--- config.mk ---
export PLATFORM = sky130hd
export DESIGN_NAME = mul_inv_seq
export DESIGN_NICKNAME = d
export VERILOG_FILES = /design/src/rtl/mul_inv_seq_pkg.sv /design/src/rtl/mul_inv_seq_restore_div_step.sv /design/src/rtl/mul_inv_seq.sv
export SDC_FILE = /design/constraint.sdc
export NUM_CORES = 1
export LEC_CHECK = 0
export CELL_PAD_IN_SITES_DETAIL_PLACEMENT = 0
export CELL_PAD_IN_SITES_GLOBAL_PLACEMENT = 1
export CORE_ASPECT_RATIO = 1.2
export CORE_MARGIN = 2
export CORE_UTILIZATION = 45
export DETAILED_ROUTE_END_ITERATION = 7
export GPL_TIMING_DRIVEN = 0
export PLACE_DENSITY_LB_ADDON = 0.1
export SLEW_MARGIN = 20
export SYNTH_ARGS = -nofsm -noshare
export SYNTH_HDL_FRONTEND = slang
export SYNTH_SLANG_ARGS = --single-unit
--- constraint.sdc ---
create_clock -name clk -period 6.3 [get_ports clk]
set_input_delay 1.26 -clock clk [delete_from_list [all_inputs] [get_ports clk]]
set_output_delay 1.26 -clock clk [all_outputs]
set_load 0.1 [all_outputs]
--- src/rtl/mul_inv_seq_pkg.sv ---
// ============================================================================
// Module      : mul_inv_pkg (package)
// Description : Shared state encodings and constant helpers for mul_inv_seq.
//               Provides the FSM state constants, width helpers for the
//               remainder and step counter, and the saturation ceiling.
// Revision    : 1.0 - initial release
// ============================================================================
`default_nettype none

package mul_inv_pkg;

  // FSM state encodings
  typedef logic [1:0] state_t;
  localparam logic [1:0] ST_IDLE = 2'd0;
  localparam logic [1:0] ST_CALC = 2'd1;
  localparam logic [1:0] ST_DONE = 2'd2;

  // Bits needed to hold any value in [0, DEN]; the partial remainder is
  // always below DEN, so this many bits hold it between steps.
  function automatic int unsigned den_w(input int unsigned den);
    return $clog2(den + 1);
  endfunction

  // Bits needed for a down-counter that starts at prod_w.
  function automatic int unsigned cnt_w(input int unsigned prod_w);
    return $clog2(prod_w + 1);
  endfunction

  // All-ones ceiling for a data_w-bit level.
  function automatic logic [63:0] sat_max(input int unsigned data_w);
    return (64'd1 << data_w) - 64'd1;
  endfunction

endpackage

`default_nettype wire

--- src/rtl/mul_inv_seq_restore_div_step.sv ---
// ============================================================================
// Module      : restore_div_step
// Description : One combinational restoring-division step. Appends the next
//               dividend bit to the partial remainder, subtracts the divisor
//               when it fits and reports the resulting quotient bit.
// Ports       : i_rem   - current partial remainder (REM_W bits)
//               i_bit   - next dividend bit, MSB first
//               o_rem   - updated partial remainder
//               o_qbit  - quotient bit produced by this step
// Revision    : 1.0 - initial release
// ============================================================================
`default_nettype none

module restore_div_step #(
  parameter int unsigned REM_W = 5,
  parameter int unsigned DEN   = 9
) (
  input  logic [REM_W-1:0] i_rem,
  input  logic             i_bit,
  output logic [REM_W-1:0] o_rem,
  output logic             o_qbit
);

  localparam int unsigned        SH_W  = REM_W + 1;
  localparam logic [SH_W-1:0]    C_DEN = SH_W'(DEN);

  logic [SH_W-1:0] w_shift;
  logic [SH_W-1:0] w_res;
  logic            w_ge;

  // One spare bit above the remainder keeps the shifted value exact before
  // the compare; after a subtract the result is below DEN and fits REM_W.
  assign w_shift = {i_rem, i_bit};
  assign w_ge    = (w_shift >= C_DEN);
  assign w_res   = w_ge ? (w_shift - C_DEN) : w_shift;
  assign o_rem   = REM_W'(w_res);
  assign o_qbit  = w_ge;

endmodule

`default_nettype wire

--- src/rtl/mul_inv_seq.sv ---
// ============================================================================
// Module      : mul_inv_seq
// Description : Sequential fixed-ratio gain, out = sat(round(in*NUM/DEN)).
//               The default 10/9 undoes a 0.9 brightness attenuation stage.
//               Uses a bit-serial restoring divider, one quotient bit per
//               clock, with a valid/ready handshake on each side.
// Ports       : clk       - system clock
//               rst_n     - synchronous active-low reset
//               in_valid  - input sample valid
//               in_ready  - block can accept a sample (IDLE)
//               in        - input level (DATA_W)
//               out_valid - result valid
//               out_ready - downstream accepts the result
//               out       - scaled, saturated level (DATA_W)
//               out_sat   - result saturated (only with MUL_INV_SAT_FLAG_EN)
// Options     : MUL_INV_SAT_FLAG_EN adds the out_sat flag port.
// Revision    : 1.0 - initial release
// ============================================================================
`default_nettype none

module mul_inv_seq
  import mul_inv_pkg::*;
#(
  parameter int unsigned DATA_W = 8,
  parameter int unsigned NUM    = 10,
  parameter int unsigned DEN    = 9,
  parameter int unsigned PROD_W = 2 * DATA_W
) (
  input  logic              clk,
  input  logic              rst_n,
  input  logic              in_valid,
  output logic              in_ready,
  input  logic [DATA_W-1:0] in,
  output logic              out_valid,
  input  logic              out_ready,
  output logic [DATA_W-1:0] out
`ifdef MUL_INV_SAT_FLAG_EN
  ,
  output logic              out_sat
`endif
);

  localparam int unsigned        REM_W   = den_w(DEN) + 1;
  localparam int unsigned        CNT_W   = cnt_w(PROD_W);
  localparam logic [DATA_W-1:0]  SAT_MAX = DATA_W'(sat_max(DATA_W));

  if (DEN == 0) begin : g_den_zero
    $error("mul_inv_seq: DEN must be non-zero");
  end

  state_t            state_q, state_d;
  logic [PROD_W-1:0] dvd_q, dvd_d;
  logic [REM_W-1:0]  rem_q, rem_d;
  logic [PROD_W-1:0] quot_q, quot_d;
  logic [CNT_W-1:0]  cnt_q, cnt_d;
  logic [DATA_W-1:0] out_q, out_d;
  logic              out_valid_q, out_valid_d;

  logic [PROD_W-1:0] w_sum;
  logic [REM_W-1:0]  w_rem_nxt;
  logic              w_qbit;
  logic [PROD_W-1:0] w_quot_nxt;
  logic              w_sat;

  // Rounded dividend. With in and NUM both below 2^DATA_W and DEN/2 below
  // 2^(DATA_W-1), in*NUM + DEN/2 is strictly below 2^PROD_W, so PROD_W
  // bits hold it exactly and PROD_W division steps cover every bit.
  assign w_sum = (PROD_W'(in) * PROD_W'(NUM)) + PROD_W'(DEN / 2);

  restore_div_step #(
    .REM_W (REM_W),
    .DEN   (DEN)
  ) u_step (
    .i_rem  (rem_q),
    .i_bit  (dvd_q[PROD_W-1]),
    .o_rem  (w_rem_nxt),
    .o_qbit (w_qbit)
  );

  assign w_quot_nxt = (quot_q << 1) | PROD_W'(w_qbit);
  assign w_sat      = ((w_quot_nxt >> DATA_W) != '0);

  always_comb begin
    state_d     = state_q;
    dvd_d       = dvd_q;
    rem_d       = rem_q;
    quot_d      = quot_q;
    cnt_d       = cnt_q;
    out_d       = out_q;
    out_valid_d = out_valid_q;
    case (state_q)
      ST_IDLE: begin
        if (in_valid) begin
          dvd_d   = w_sum;
          rem_d   = '0;
          quot_d  = '0;
          cnt_d   = CNT_W'(PROD_W);
          state_d = ST_CALC;
        end
      end
      ST_CALC: begin
        dvd_d  = dvd_q << 1;
        rem_d  = w_rem_nxt;
        quot_d = w_quot_nxt;
        cnt_d  = cnt_q - CNT_W'(1);
        // The step taken while count is 1 is the last one; its quotient is
        // registered straight into out so out is valid on DONE entry.
        if (cnt_q == CNT_W'(1)) begin
          state_d     = ST_DONE;
          out_valid_d = 1'b1;
          out_d       = w_sat ? SAT_MAX : w_quot_nxt[DATA_W-1:0];
        end
      end
      ST_DONE: begin
        if (out_ready) begin
          out_valid_d = 1'b0;
          state_d     = ST_IDLE;
        end
      end
      default: begin
        state_d     = ST_IDLE;
        out_valid_d = 1'b0;
      end
    endcase
  end

  always_ff @(posedge clk) begin
    if (!rst_n) begin
      state_q     <= ST_IDLE;
      dvd_q       <= '0;
      rem_q       <= '0;
      quot_q      <= '0;
      cnt_q       <= '0;
      out_q       <= '0;
      out_valid_q <= 1'b0;
    end else begin
      state_q     <= state_d;
      dvd_q       <= dvd_d;
      rem_q       <= rem_d;
      quot_q      <= quot_d;
      cnt_q       <= cnt_d;
      out_q       <= out_d;
      out_valid_q <= out_valid_d;
    end
  end

`ifdef MUL_INV_SAT_FLAG_EN
  logic sat_q, sat_d;

  always_comb begin
    sat_d = sat_q;
    if (state_q == ST_IDLE && in_valid) begin
      sat_d = 1'b0;
    end else if (state_q == ST_CALC && cnt_q == CNT_W'(1)) begin
      sat_d = w_sat;
    end
  end

  always_ff @(posedge clk) begin
    if (!rst_n) begin
      sat_q <= 1'b0;
    end else begin
      sat_q <= sat_d;
    end
  end

  assign out_sat = sat_q;
`endif

  assign in_ready  = (state_q == ST_IDLE);
  assign out_valid = out_valid_q;
  assign out       = out_q;

endmodule

`default_nettype wire

## After elaboration in Yosys (flattened, before gate mapping)

Cells that the tools add are included.

| word-level totals | value |
|---|---|
| latch bits | 0 |
| output and inout port bits | 10 |
| memories kept | 0 |
| bits in registers | 52 |
| bits in writable memories | 0 |
| input bits | 12 |
| memory bits (read-only) | 0 |

| operators by class | value |
|---|---|
| bitwise operators | 2 |
| shift operators | 0 |
| add/subtract/negate cells | 3 |
| divide/modulo/power cells | 0 |
| reduce and logical (&&, ||, !) cells | 7 |
| multiply operators | 1 |
| magnitude comparators | 1 |
| muxes and demuxes | 17 |
| equal/unequal tests | 6 |

Operators by type and width:

| kind | number |
|---|---|
| 16-bit one-hot mux with 2 select lines | 1 |
| 15-bit one-hot mux with 2 select lines | 1 |
| 5-bit one-hot mux with 2 select lines | 2 |
| 16-bit two-way mux | 1 |
| 16-bit by 1-bit OR with 16-bit output | 1 |
| 16-bit nonzero test | 1 |
| 15-bit two-way mux | 1 |
| 5-bit two-way mux | 3 |
| 12-bit by 3-bit adder with 13-bit output (second input constant) | 1 |
| 8-bit by 3-bit multiplier with 11-bit output (second input constant) | 1 |
| 8-bit two-way mux | 1 |
| 6-bit by 4-bit greater-or-equal comparator with 1-bit output (second input constant) | 1 |
| 2-bit two-way mux | 3 |
| 2-bit != test (second input constant) | 3 |
| 2-bit one-hot mux with 3 select lines | 1 |
| 3-bit AND reduction | 2 |
| 5-bit by 1-bit equality test with 1-bit output (second input constant) | 1 |
| 5-bit by 1-bit subtractor with 5-bit output (second input constant) | 1 |
| 5-bit by 4-bit subtractor with 5-bit output (second input constant) | 1 |
| 2-bit AND reduction | 2 |
| 1-bit one-hot mux with 3 select lines | 1 |
| 2-bit by 1-bit equality test with 1-bit output (second input constant) | 1 |
| 2-bit equality test (second input constant) | 1 |
| 2-bit zero test | 1 |
| 3 further kinds | 4 |

## Depth between registers and ports, before layout

Gate-level depths: netlist of the first run.

| depth | value |
|---|---|
| word-level depth | 4 |
| mapped depth | 9 |

## Modules after synthesis

From an unflattened synthesis of the first run, not the netlist that was laid out.

| unflattened totals | value |
|---|---|
| cells, all modules | 273 |
| area, all modules | 2498.6 sq um |

By module, submodules not included:

| module | cells each | times used | area an instance (sq um) |
|---|---|---|---|
| mul_inv_seq | 247 | 1 | 2321.0 |
| restore_div_step | 26 | 1 | 177.7 |

## Worst setup path after synthesis of the first run

OpenSTA, ideal clock, no wires.

| timing | value |
|---|---|
| kind | input to register |
| start point | in in[1] |
| end point | reg dvd_q[10] |
| stages on the path | 9 |
| setup slack | 2.896 ns |
| arrival | 3.330 ns |
| setup time | 0.074 ns |
| path buffers | 0 |
| data required time | 6.226 ns |
| path through | ha_1 > ha_1 > fa_1 > a211oi_1 > nor2_1 > xor2_1 > nand3_2 > or3_1 > a31oi_1 |

| between the ends | value |
|---|---|
| word-level cells in the longest chain between the ends | 4 |

Ends and longest elaborated chain:

| item | line | RTL |
|---|---|---|
| start, declared | mul_inv_seq.sv:33 | `input logic [DATA_W-1:0] in,` |
| 8-bit by 3-bit multiplier with 11-bit output | mul_inv_seq.sv:68 | `assign w_sum = (PROD_W'(in) * PROD_W'(NUM)) + PROD_W'(DEN / 2);` |
| 12-bit by 3-bit adder with 13-bit output | mul_inv_seq.sv:68 |  |
| 16-bit two-way mux | mul_inv_seq.sv:93 | `if (in_valid) begin` |
| 16-bit one-hot mux with 2 select lines | mul_inv_seq.sv:91 | `case (state_q)` |
| end signal, assigned | mul_inv_seq.sv:138 | `dvd_q <= dvd_d;` |
| end, declared | mul_inv_seq.sv:52 | `logic [PROD_W-1:0] dvd_q, dvd_d;` |

No other way between the ends. The select of a mux whose other input is x is not followed.
A chain may end at the register's enable or synchronous reset.

## Worst setup path in the final report of the first run

Ends and elaborated chain as after synthesis.

==> results of run 1 <==
placed cells by master (no fill, tap or decap), types with 3 or more instances in the layout:
cell type,n
o21ai_0,5
xnor2_1,7
o21ai_1,3
clkdlybuf4s50_1,20
ha_1,17
nor2_1,55
a31oi_1,3
xor2_1,7
a222oi_1,5
nand3_1,6
nand2_1,8
inv_1,6
dfxtp_1,51
nor4_1,3
o221a_1,8
clkbuf_1,16
a21oi_1,11
a22oi_1,25
clkbuf_8,6
kinds of logic after synthesis:
kind of cell | after synthesis
compound gates | 73
xor+xnor | 14
fa+ha+maj | 18
buf+inv | 24
flops | 51
mux | 1
simple gates | 90
path summary, 6_finish.rpt:
path                          startpoint                     end  slack (ns)  cells past startpoint
hold / removal    out_valid$_SDFFE_PN0P_  out_valid$_SDFFE_PN0P_        0.49                      2
setup / recovery                   in[1]  dvd_q[10]$_SDFFE_PN0P_        2.45                     10
hold reg to reg   out_valid$_SDFFE_PN0P_  out_valid$_SDFFE_PN0P_        0.49                      2
setup reg to reg   rem_q[0]$_SDFFE_PN0P_   rem_q[3]$_SDFFE_PN0P_        4.33                      9
routing by layer:
layer  share of wire (%)  vias up  GRT usage [%]
met5                   0        -              0
met4                 1.2        0           5.66
met3                 2.9        5           3.56
met2                  47       30           30.9
met1                  49      937           23.8
li1                    -     1051              -
worst min-delay path, cell delays in order (launching register included):
cell,delay [ns]
dfxtp_1,0.33
a21oi_1,0.06
nor2_1,0.07
area by class of cell:
| type | count | area (um^2) |
|---|---|---|
| flip-flops and latches | 51 | 1020 |
| multi-input cells | 196 | 1360 |
| clock inverters | 2 | 38.8 |
| repair buffers | 20 | 200 |
| well taps | 62 | 77.6 |
| plain buffers | 17 | 65.1 |
| inverters | 7 | 26.3 |
| fillers | 520 | 2430 |
| clock buffers | 6 | 82.6 |
sequential cells by signal (all words and copies together) (netlist names):
signal / flops
cnt_q: 5
dvd_q: 15
out: 8
out_valid: 1
quot_q: 15
rem_q: 5
state_q: 2
report_power, final:
part | internal (W) | switching [W]
Combinational | 0.0000578 | 0.0000958
Sequential | 0.000336 | 0.00000884
Clock | 0.000131 | 0.000111
Total | 0.000525 | 0.000215
per-stage QoR:
step,hold slack [ns],area (um^2),instances
global placement,0.468,2750,353
CTS,0.497,2870,361
detailed placement,0.474,2750,353
floorplan,0.455,2470,271
global route,0.551,2870,361
finish,0.493,2870,361
==> results.py, run 1 <==
metrics = {
    "power_and_ir_drop": {
        "finalPower_w": 0.000740,
        "power_density_nw_per_um2": 258,
        "total_leakage_power_nw": 1.07,
        "max-vdd-ir-drop_v": 0.0000863,
    },
    "global_routing": {
        "grt.overflow.total": 0,
        "antenna_found_initial": 0,
        "grt_pass1_wl_um": 9110,
        "grt_max_degree": 17,
        "grt_pass1_vias": 1967,
        "grt.total_usage_pct": 18.4,
    },
    "sta": {
        "rsz0062_at_grt": "no",
        "max_freq_mhz": 260,
        "worst_pin_slew_ns": 0.961,
        "min_period_ns": 3.85,
        "fin_setup_tns_ns": 0,
        "finClkSkew_ns": 0.00651,
        "maxSlewHeadroom_pct": 35.7,
        "setup_slack_ns": 2.45,
        "maxSlewViolCount": 0,
        "finalCritPeriodShare_pct": 61.1,
        "hold_viol": 0,
        "setup_viol": 0,
    },
    "yosys": {
        "synth_area_leader_cell": "dfxtp_1",
        "yosys.cell_count.top_type": "nor2_1",
        "ys_seq_area_share_pct": 41.3,
        "netlist_instances": 271,
        "ys_ff_latch": 51,
        "async_flop_share_pct": 0,
        "postSynthAreaPerCell_um2": 9.11,
        "syn_area_um2": 2470,
        "synth_top_family_by_area": "compound AO/OA/AOI/OAI gates",
        "synthMuxAreaShare_pct": 0.456,
        "synthFlopType": "dfxtp_1",
        "synthTopCellsByCount": "nor2_1 (55), dfxtp_1 (51), a22oi_1 (25)",
        "ys_warn_count": 0,
        "synth.distinct_cells": 45,
        "synth-simple-area-share_pct": 16.9,
        "synthTopCellsByArea": "dfxtp_1 (41%), ha_1 (8.6%), nor2_1 (8.4%)",
        "synth_edf_count": 0,
        "synth_top_cell_area_share_pct": 41.3,
        "synthXorXnorAreaFrac_pct": 4.96,
        "synth-compound-area-share_pct": 23.3,
        "postSynthNetCount": 301,
        "synthAdderAreaFrac_pct": 9.42,
    },
    "clock_tree": {
        "clockBufferDepth": 2,
        "cts_made_buffers": 5,
        "cts.sinks": 51,
        "clk_pin_slew_ns": 0.09,
        "cts-resized-gates": 0,
        "tritoncts": "done",
        "root_buffer": "clkbuf_8",
        "clk_latency_ns": 0.30,
        "ctsHoldBuffers": 0,
        "post_cts_buffers": 0,
        "htree_levels": 2,
    },
    "setup_path": {
        "start_kind": "input pin",
        "cp.arrival_ns": 4.08,
        "cp_slowest_cell": "clkdlybuf4s50_1",
        "crit_top_cell": "ha_1",
        "path_cells": "clkdlybuf4s50_1 > ha_1 > ha_1 > fa_1 > a211oi_1 > nor2_1 > xor2_1 > nand3_2 > or3_1 > a31oi_1",
        "crit_family": "adder cells",
        "slowest_delay_ns": 0.50,
        "crit_required_ns": 6.53,
        "critPathCaptureType": "flip-flop",
        "critPathBufInv": 1,
        "cp_max_fo": 5,
        "critical_path_class": "in -> reg",
    },
    "die": {
        "placementRows": 29,
        "die-area_um2": 6100,
        "die_w_um": 71.6,
        "ios": 22,
        "core-area_um2": 5300,
        "start_util_pct": 46.6,
        "dieHeight_um": 85.2,
    },
    "drt": {
        "routed_via_density": 5.60,
        "vias": 2023,
        "remaining_drc_errors": 0,
        "detail_route.first_pass.iterations": 4,
        "drt_iter0_markers": 104,
        "ant_nets": 0,
        "detail_route.wl_per_cell_um": 14.1,
        "wl_um": 5100,
    },
    "min_path": {
        "hp-class": "reg -> reg",
    },
    "placed_design": {
        "gp_congestion": 0.756,
        "post-place-ws_ns": 2.12,
        "dp_hpwl_um": 3830,
        "io_buffers": 20,
    },
    "run": {
        "cap_viol_max_count": 0,
    },
    "final_layout": {
        "area_growth_pct": 16.2,
        "diodes": 0,
        "drive_above_1_share_pct": 6.02,
        "finalCoreUtilization_pct": 54.2,
        "nNetsFinal": 328,
    },
    "run_status": {
        "status": "completed",
    },
}
Power figures use the tool's default switching activity.
==> inputs of run 2 (changes only) <==
- CORE_UTILIZATION: 45 -> 39
- clock period: 6.3 -> 3.5 ns (I/O delays scaled with it)
==> run 2 against run 1 <==
Against the previous run: total power is 68% higher; clock skew is 0.0030 ns higher; combinational power is 82% higher; count of clock-buffer cells in the layout decreased by 1; final cell count up 5.5%; global-route usage decreased by 2.8 points; sequential cell count unchanged; design area grew 0.13%; register-to-register slack lost 2.8 ns; utilization is 7.0 points lower.
==> results.py, run 2 (synthesis gave the netlist of run 1 again) <==
metrics = {
    "run_status": {
        "status": "completed",
    },
    "global_routing": {
        "grt_pass1_wl_um": 8910,
        "grt_pass1_vias": 1932,
        "antenna_found_initial": 0,
        "grt.total_usage_pct": 15.6,
        "grt_max_degree": 17,
        "grt.overflow.total": 0,
    },
    "clock_tree": {
        "post_cts_buffers": 0,
        "cts.sinks": 51,
        "clk_pin_slew_ns": 0.10,
        "cts_made_buffers": 5,
        "clk_latency_ns": 0.31,
        "tritoncts": "done",
        "root_buffer": "clkbuf_8",
        "clockBufferDepth": 2,
        "htree_levels": 2,
        "ctsHoldBuffers": 0,
    },
    "sta": {
        "hold_viol": 0,
        "rsz0062_at_grt": "no",
        "worst_pin_slew_ns": 0.977,
        "max_freq_mhz": 310,
        "maxSlewHeadroom_pct": 34.7,
        "min_period_ns": 3.23,
        "setup_viol": 0,
        "finalCritPeriodShare_pct": 92.2,
        "maxSlewViolCount": 0,
        "finClkSkew_ns": 0.00950,
        "fin_setup_tns_ns": 0,
    },
    "setup_path": {
        "cp_max_fo": 5,
        "critical_path_class": "in -> reg",
        "crit_family": "adder cells",
        "critPathBufInv": 1,
        "cp.arrival_ns": 3.47,
        "critPathCaptureType": "flip-flop",
        "path_cells": "clkdlybuf4s50_1 > ha_1 > ha_1 > fa_1 > a211oi_2 > o21bai_1 > a21oi_1 > xnor2_1 > or3_1 > a31oi_1",
        "crit_top_cell": "ha_1",
        "slowest_delay_ns": 0.51,
        "cp_slowest_cell": "clkdlybuf4s50_1",
        "start_kind": "input pin",
        "crit_required_ns": 3.74,
    },
    "final_layout": {
        "register_area_um2": 1020,
        "mostFrequentLayoutCells": "nor2_1 (55), dfxtp_1 (51), a22oi_1 (25), clkdlybuf4s50_1 (20), ha_1 (17)",
        "nNetsFinal": 328,
        "diodes": 0,
        "drive_above_1_share_pct": 6.69,
        "fill_cells": 618,
        "post-route-cell-area_um2": 2870,
        "layout_commonest_cell": "nor2_1",
        "multi_input_area_um2": 1370,
        "area_growth_pct": 16.3,
        "final_cell_count_no_fill": 381,
    },
    "die": {
        "start_util_pct": 40.6,
        "dieHeight_um": 91.2,
        "die_w_um": 76.6,
        "die-area_um2": 6990,
        "ios": 22,
        "core-area_um2": 6090,
        "placementRows": 31,
    },
    "placed_design": {
        "io_buffers": 20,
        "dp_hpwl_um": 3920,
        "dp_cells": 373,
        "placed_area_um2": 2770,
        "gp_congestion": 0.756,
    },
    "power_and_ir_drop": {
        "total_leakage_power_nw": 1.06,
        "max-vdd-ir-drop_v": 0.000176,
        "power_density_nw_per_um2": 432,
    },
    "drt": {
        "detail_route.first_pass.iterations": 6,
        "wl_um": 5200,
        "drt_iter0_markers": 104,
        "routed_via_density": 5.37,
        "vias": 2047,
        "ant_nets": 0,
        "detail_route.wl_per_cell_um": 13.7,
        "remaining_drc_errors": 0,
    },
    "run": {
        "cap_viol_max_count": 0,
    },
    "min_path": {
        "hp-class": "reg -> reg",
    },
}
[run 2: area by class of cell]
type	count	area share, %
Tap cell	82	3.57
Clock buffer	5	2.40
Timing Repair Buffer	20	6.97
Inverter	7	0.915
Sequential cell	51	35.5
Buffer	17	2.26
Multi-Input combinational cell	196	47.7
Clock inverter	3	0.653
[run 2: report_power, final]
part           total (W)  internal [W]  switching [W]  leakage [nW]
Clock           0.000342      0.000141       0.000201        0.0483
Sequential      0.000620      0.000605      0.0000156         0.414
Combinational   0.000280      0.000105       0.000175         0.600
Total            0.00124      0.000852       0.000391          1.06
[run 2: worst paths after layout]
path                                             start                      to  slack (ns)  depth (start not counted)
worst min register to register  out_valid$_SDFFE_PN0P_  out_valid$_SDFFE_PN0P_        0.51                          2
worst max register to register   rem_q[0]$_SDFFE_PN0P_   rem_q[3]$_SDFFE_PN0P_        1.53                          9
worst min-delay path            out_valid$_SDFFE_PN0P_  out_valid$_SDFFE_PN0P_        0.51                          2
worst max-delay path                             in[1]  dvd_q[10]$_SDFFE_PN0P_        0.27                         10
[run 2: worst reg2reg max path, cell delays in order, from the launching register on]
cell	delay [ns]
dfxtp_1	0.39
inv_1	0.08
ha_1	0.19
or3b_1	0.35
a211o_1	0.29
buf_2	0.17
o31ai_2	0.08
xnor2_1	0.10
a22oi_1	0.16
nor2_1	0.05
[run 2: repair_timing]
item,4_1_cts,5_1_grt
endpoints found under the setup margin,0,2
hold endpoints to repair,0,0
resized for setup,0,2
[run 2: metal layers]
layer  track usage (%)  share of wire, %
met5                 0                 0
met1              19.1                46
met2              27.3                50
met3              2.68               2.6
met4              5.45               1.3
[run 2: per-stage QoR]
stage / power (W) / utilization (%) / hold slack [ns] / worst slack, ns
global route: 0.00131 / 47.2 / 0.522 / 0.0760
detailed placement: 0.000913 / 45.5 / 0.487 / -0.148
finish: 0.00124 / 47.2 / 0.505 / 0.274
CTS: 0.00125 / 47.0 / 0.501 / 0.134
global placement: 0.000911 / 45.5 / 0.473 / -0.145
floorplan: 0.000842 / - / 0.455 / 0.656
==> inputs of run 3 (changes only) <==
==> constraint.sdc (replaced) <==
create_clock -name clk -period 3.5 [get_ports clk]
set_input_delay 0.35 -clock clk [delete_from_list [all_inputs] [get_ports clk]]
set_output_delay 0.35 -clock clk [all_outputs]
set_load 0.1 [all_outputs]
==> run 3 against run 2 <==
Against the previous run: final cell count unchanged; design area down 0.44%; setup slack better by 0.26 ns; non-clock buffer count unchanged; hold slack worse by 0.017 ns; critical endpoint unchanged; largest cell class unchanged; largest power group unchanged.
==> results.py, run 3 (synthesis gave the netlist of run 1 again) <==
metrics = {
    "run_status": {
        "status": "completed",
    },
    "sta": {
        "setup_viol": 0,
        "max_freq_mhz": 337,
        "setup_slack_ns": 0.535,
        "worst_pin_slew_ns": 0.977,
        "maxSlewViolCount": 0,
        "hold_viol": 0,
        "min_period_ns": 2.97,
        "finalCritPeriodShare_pct": 84.7,
        "finClkSkew_ns": 0.00975,
        "rsz0062_at_grt": "no",
        "fin_setup_tns_ns": 0,
        "maxSlewHeadroom_pct": 34.7,
    },
    "setup_path": {
        "cp_max_fo": 5,
        "crit_top_cell": "ha_1",
        "slowest_delay_ns": 0.51,
        "cp.arrival_ns": 3.21,
        "crit_required_ns": 3.74,
        "cp_slowest_cell": "clkdlybuf4s50_1",
        "path_cells": "clkdlybuf4s50_1 > ha_1 > ha_1 > fa_1 > a211oi_1 > nor2_1 > xor2_1 > nand3_2 > or3_1 > a31oi_1",
        "critPathCaptureType": "flip-flop",
        "critical_path_class": "in -> reg",
        "start_kind": "input pin",
    },
    "clock_tree": {
        "post_cts_buffers": 0,
        "ctsHoldBuffers": 0,
        "root_buffer": "clkbuf_8",
        "clk_pin_slew_ns": 0.10,
        "clk_latency_ns": 0.31,
        "cts-resized-gates": 0,
        "cts.sinks": 51,
        "htree_levels": 2,
        "cts_made_buffers": 5,
        "clockBufferDepth": 2,
        "tritoncts": "done",
    },
    "global_routing": {
        "antenna_found_initial": 0,
        "grt_max_degree": 17,
        "grt_pass1_wl_um": 8910,
        "grt_pass1_vias": 1932,
        "grt.overflow.total": 0,
        "grt.total_usage_pct": 15.6,
    },
    "drt": {
        "remaining_drc_errors": 0,
        "drt_iter0_markers": 115,
        "wl_um": 5180,
        "routed_via_density": 5.39,
        "detail_route.first_pass.iterations": 5,
        "vias": 2053,
        "ant_nets": 0,
        "detail_route.wl_per_cell_um": 13.6,
    },
    "run": {
        "cap_viol_max_count": 0,
    },
    "final_layout": {
        "nNetsFinal": 328,
        "layout_commonest_cell": "nor2_1",
        "fill_cells": 619,
        "diodes": 0,
        "mostFrequentLayoutCells": "nor2_1 (55), dfxtp_1 (51), a22oi_1 (25), clkdlybuf4s50_1 (20), ha_1 (17)",
        "area_growth_pct": 15.8,
        "drive_above_1_share_pct": 6.02,
        "post-route-cell-area_um2": 2860,
    },
    "placed_design": {
        "gp_congestion": 0.756,
        "post-place-ws_ns": 0.202,
        "placed_area_um2": 2770,
        "dp_hpwl_um": 3920,
        "io_buffers": 20,
    },
    "die": {
        "dieHeight_um": 91.2,
        "die-area_um2": 6990,
        "ios": 22,
        "placementRows": 31,
        "die_w_um": 76.6,
        "core-area_um2": 6090,
        "start_util_pct": 40.6,
    },
    "min_path": {
        "hp-class": "in -> reg",
    },
    "power_and_ir_drop": {
        "total_leakage_power_nw": 1.06,
        "power_density_nw_per_um2": 433,
        "max-vdd-ir-drop_v": 0.000176,
        "finalPower_w": 0.00124,
    },
}
## run 3: cell counts in the layout (fill, tap and decap cells not counted)
No cell type changed its count.
## run 3: power breakdown
part	internal, W	switching (W)	total [W]
sequential	0.000605	0.0000156	0.000620
clock	0.000141	0.000200	0.000341
combinational	0.000104	0.000172	0.000276
## run 3: critical path, delay by kind of cell
kind / cells / cell delay (ns)
xor gates and xnor gates: 1 / 0.31
AOI/OAI and AO/OA: 2 / 0.49
adders and majority gates: 3 / 1.01
and+or+nand+nor: 3 / 0.55
buffers and inverters: 1 / 0.51
## run 3: cell type report
class / instances / area [um^2] / share of cell area, %
well taps: 82 / 103 / 3.59
plain buffers: 17 / 65.1 / 2.27
clock inverters: 3 / 18.8 / 0.656
multi-input cells: 196 / 1360 / 47.5
inverters: 7 / 26.3 / 0.919
flip-flops and latches: 51 / 1020 / 35.7
clock buffers: 5 / 68.8 / 2.41
repair buffers: 20 / 200 / 7.00
## run 3: worst paths after layout
| check | from | to | slack (ns) | cells after the start |
|---|---|---|---|---|
| max | in[1] | dvd_q[10]$_SDFFE_PN0P_ | 0.53 | 10 |
| min | in_valid | cnt_q[4]$_SDFFE_PN0P_ | 0.49 | 3 |
| max reg2reg | state_q[0]$_SDFFE_PN0P_ | dvd_q[1]$_SDFFE_PN0P_ | 1.52 | 5 |
| min reg2reg | out_valid$_SDFFE_PN0P_ | out_valid$_SDFFE_PN0P_ | 0.51 | 2 |
## run 3: per-stage QoR
step / hold WS (ns) / utilization [%] / instances
after floorplan: 0.455 / - / 271
after global placement: 0.473 / 45.5 / 373
after detailed placement: 0.487 / 45.5 / 373
after CTS: 0.481 / 47.0 / 381
after global routing: 0.518 / 47.0 / 381
final: 0.488 / 47.0 / 381
## run 3: routing by layer
layer  up-vias  track usage (%)  share of wire (%)  wire length, um
li1       1046                -                  -                -
met1       963             19.1                 45             2360
met2        34             27.3                 50             2580
met3        10             2.68                3.1              159
met4         0             5.45                1.7               87
met5         -                0                  0                0
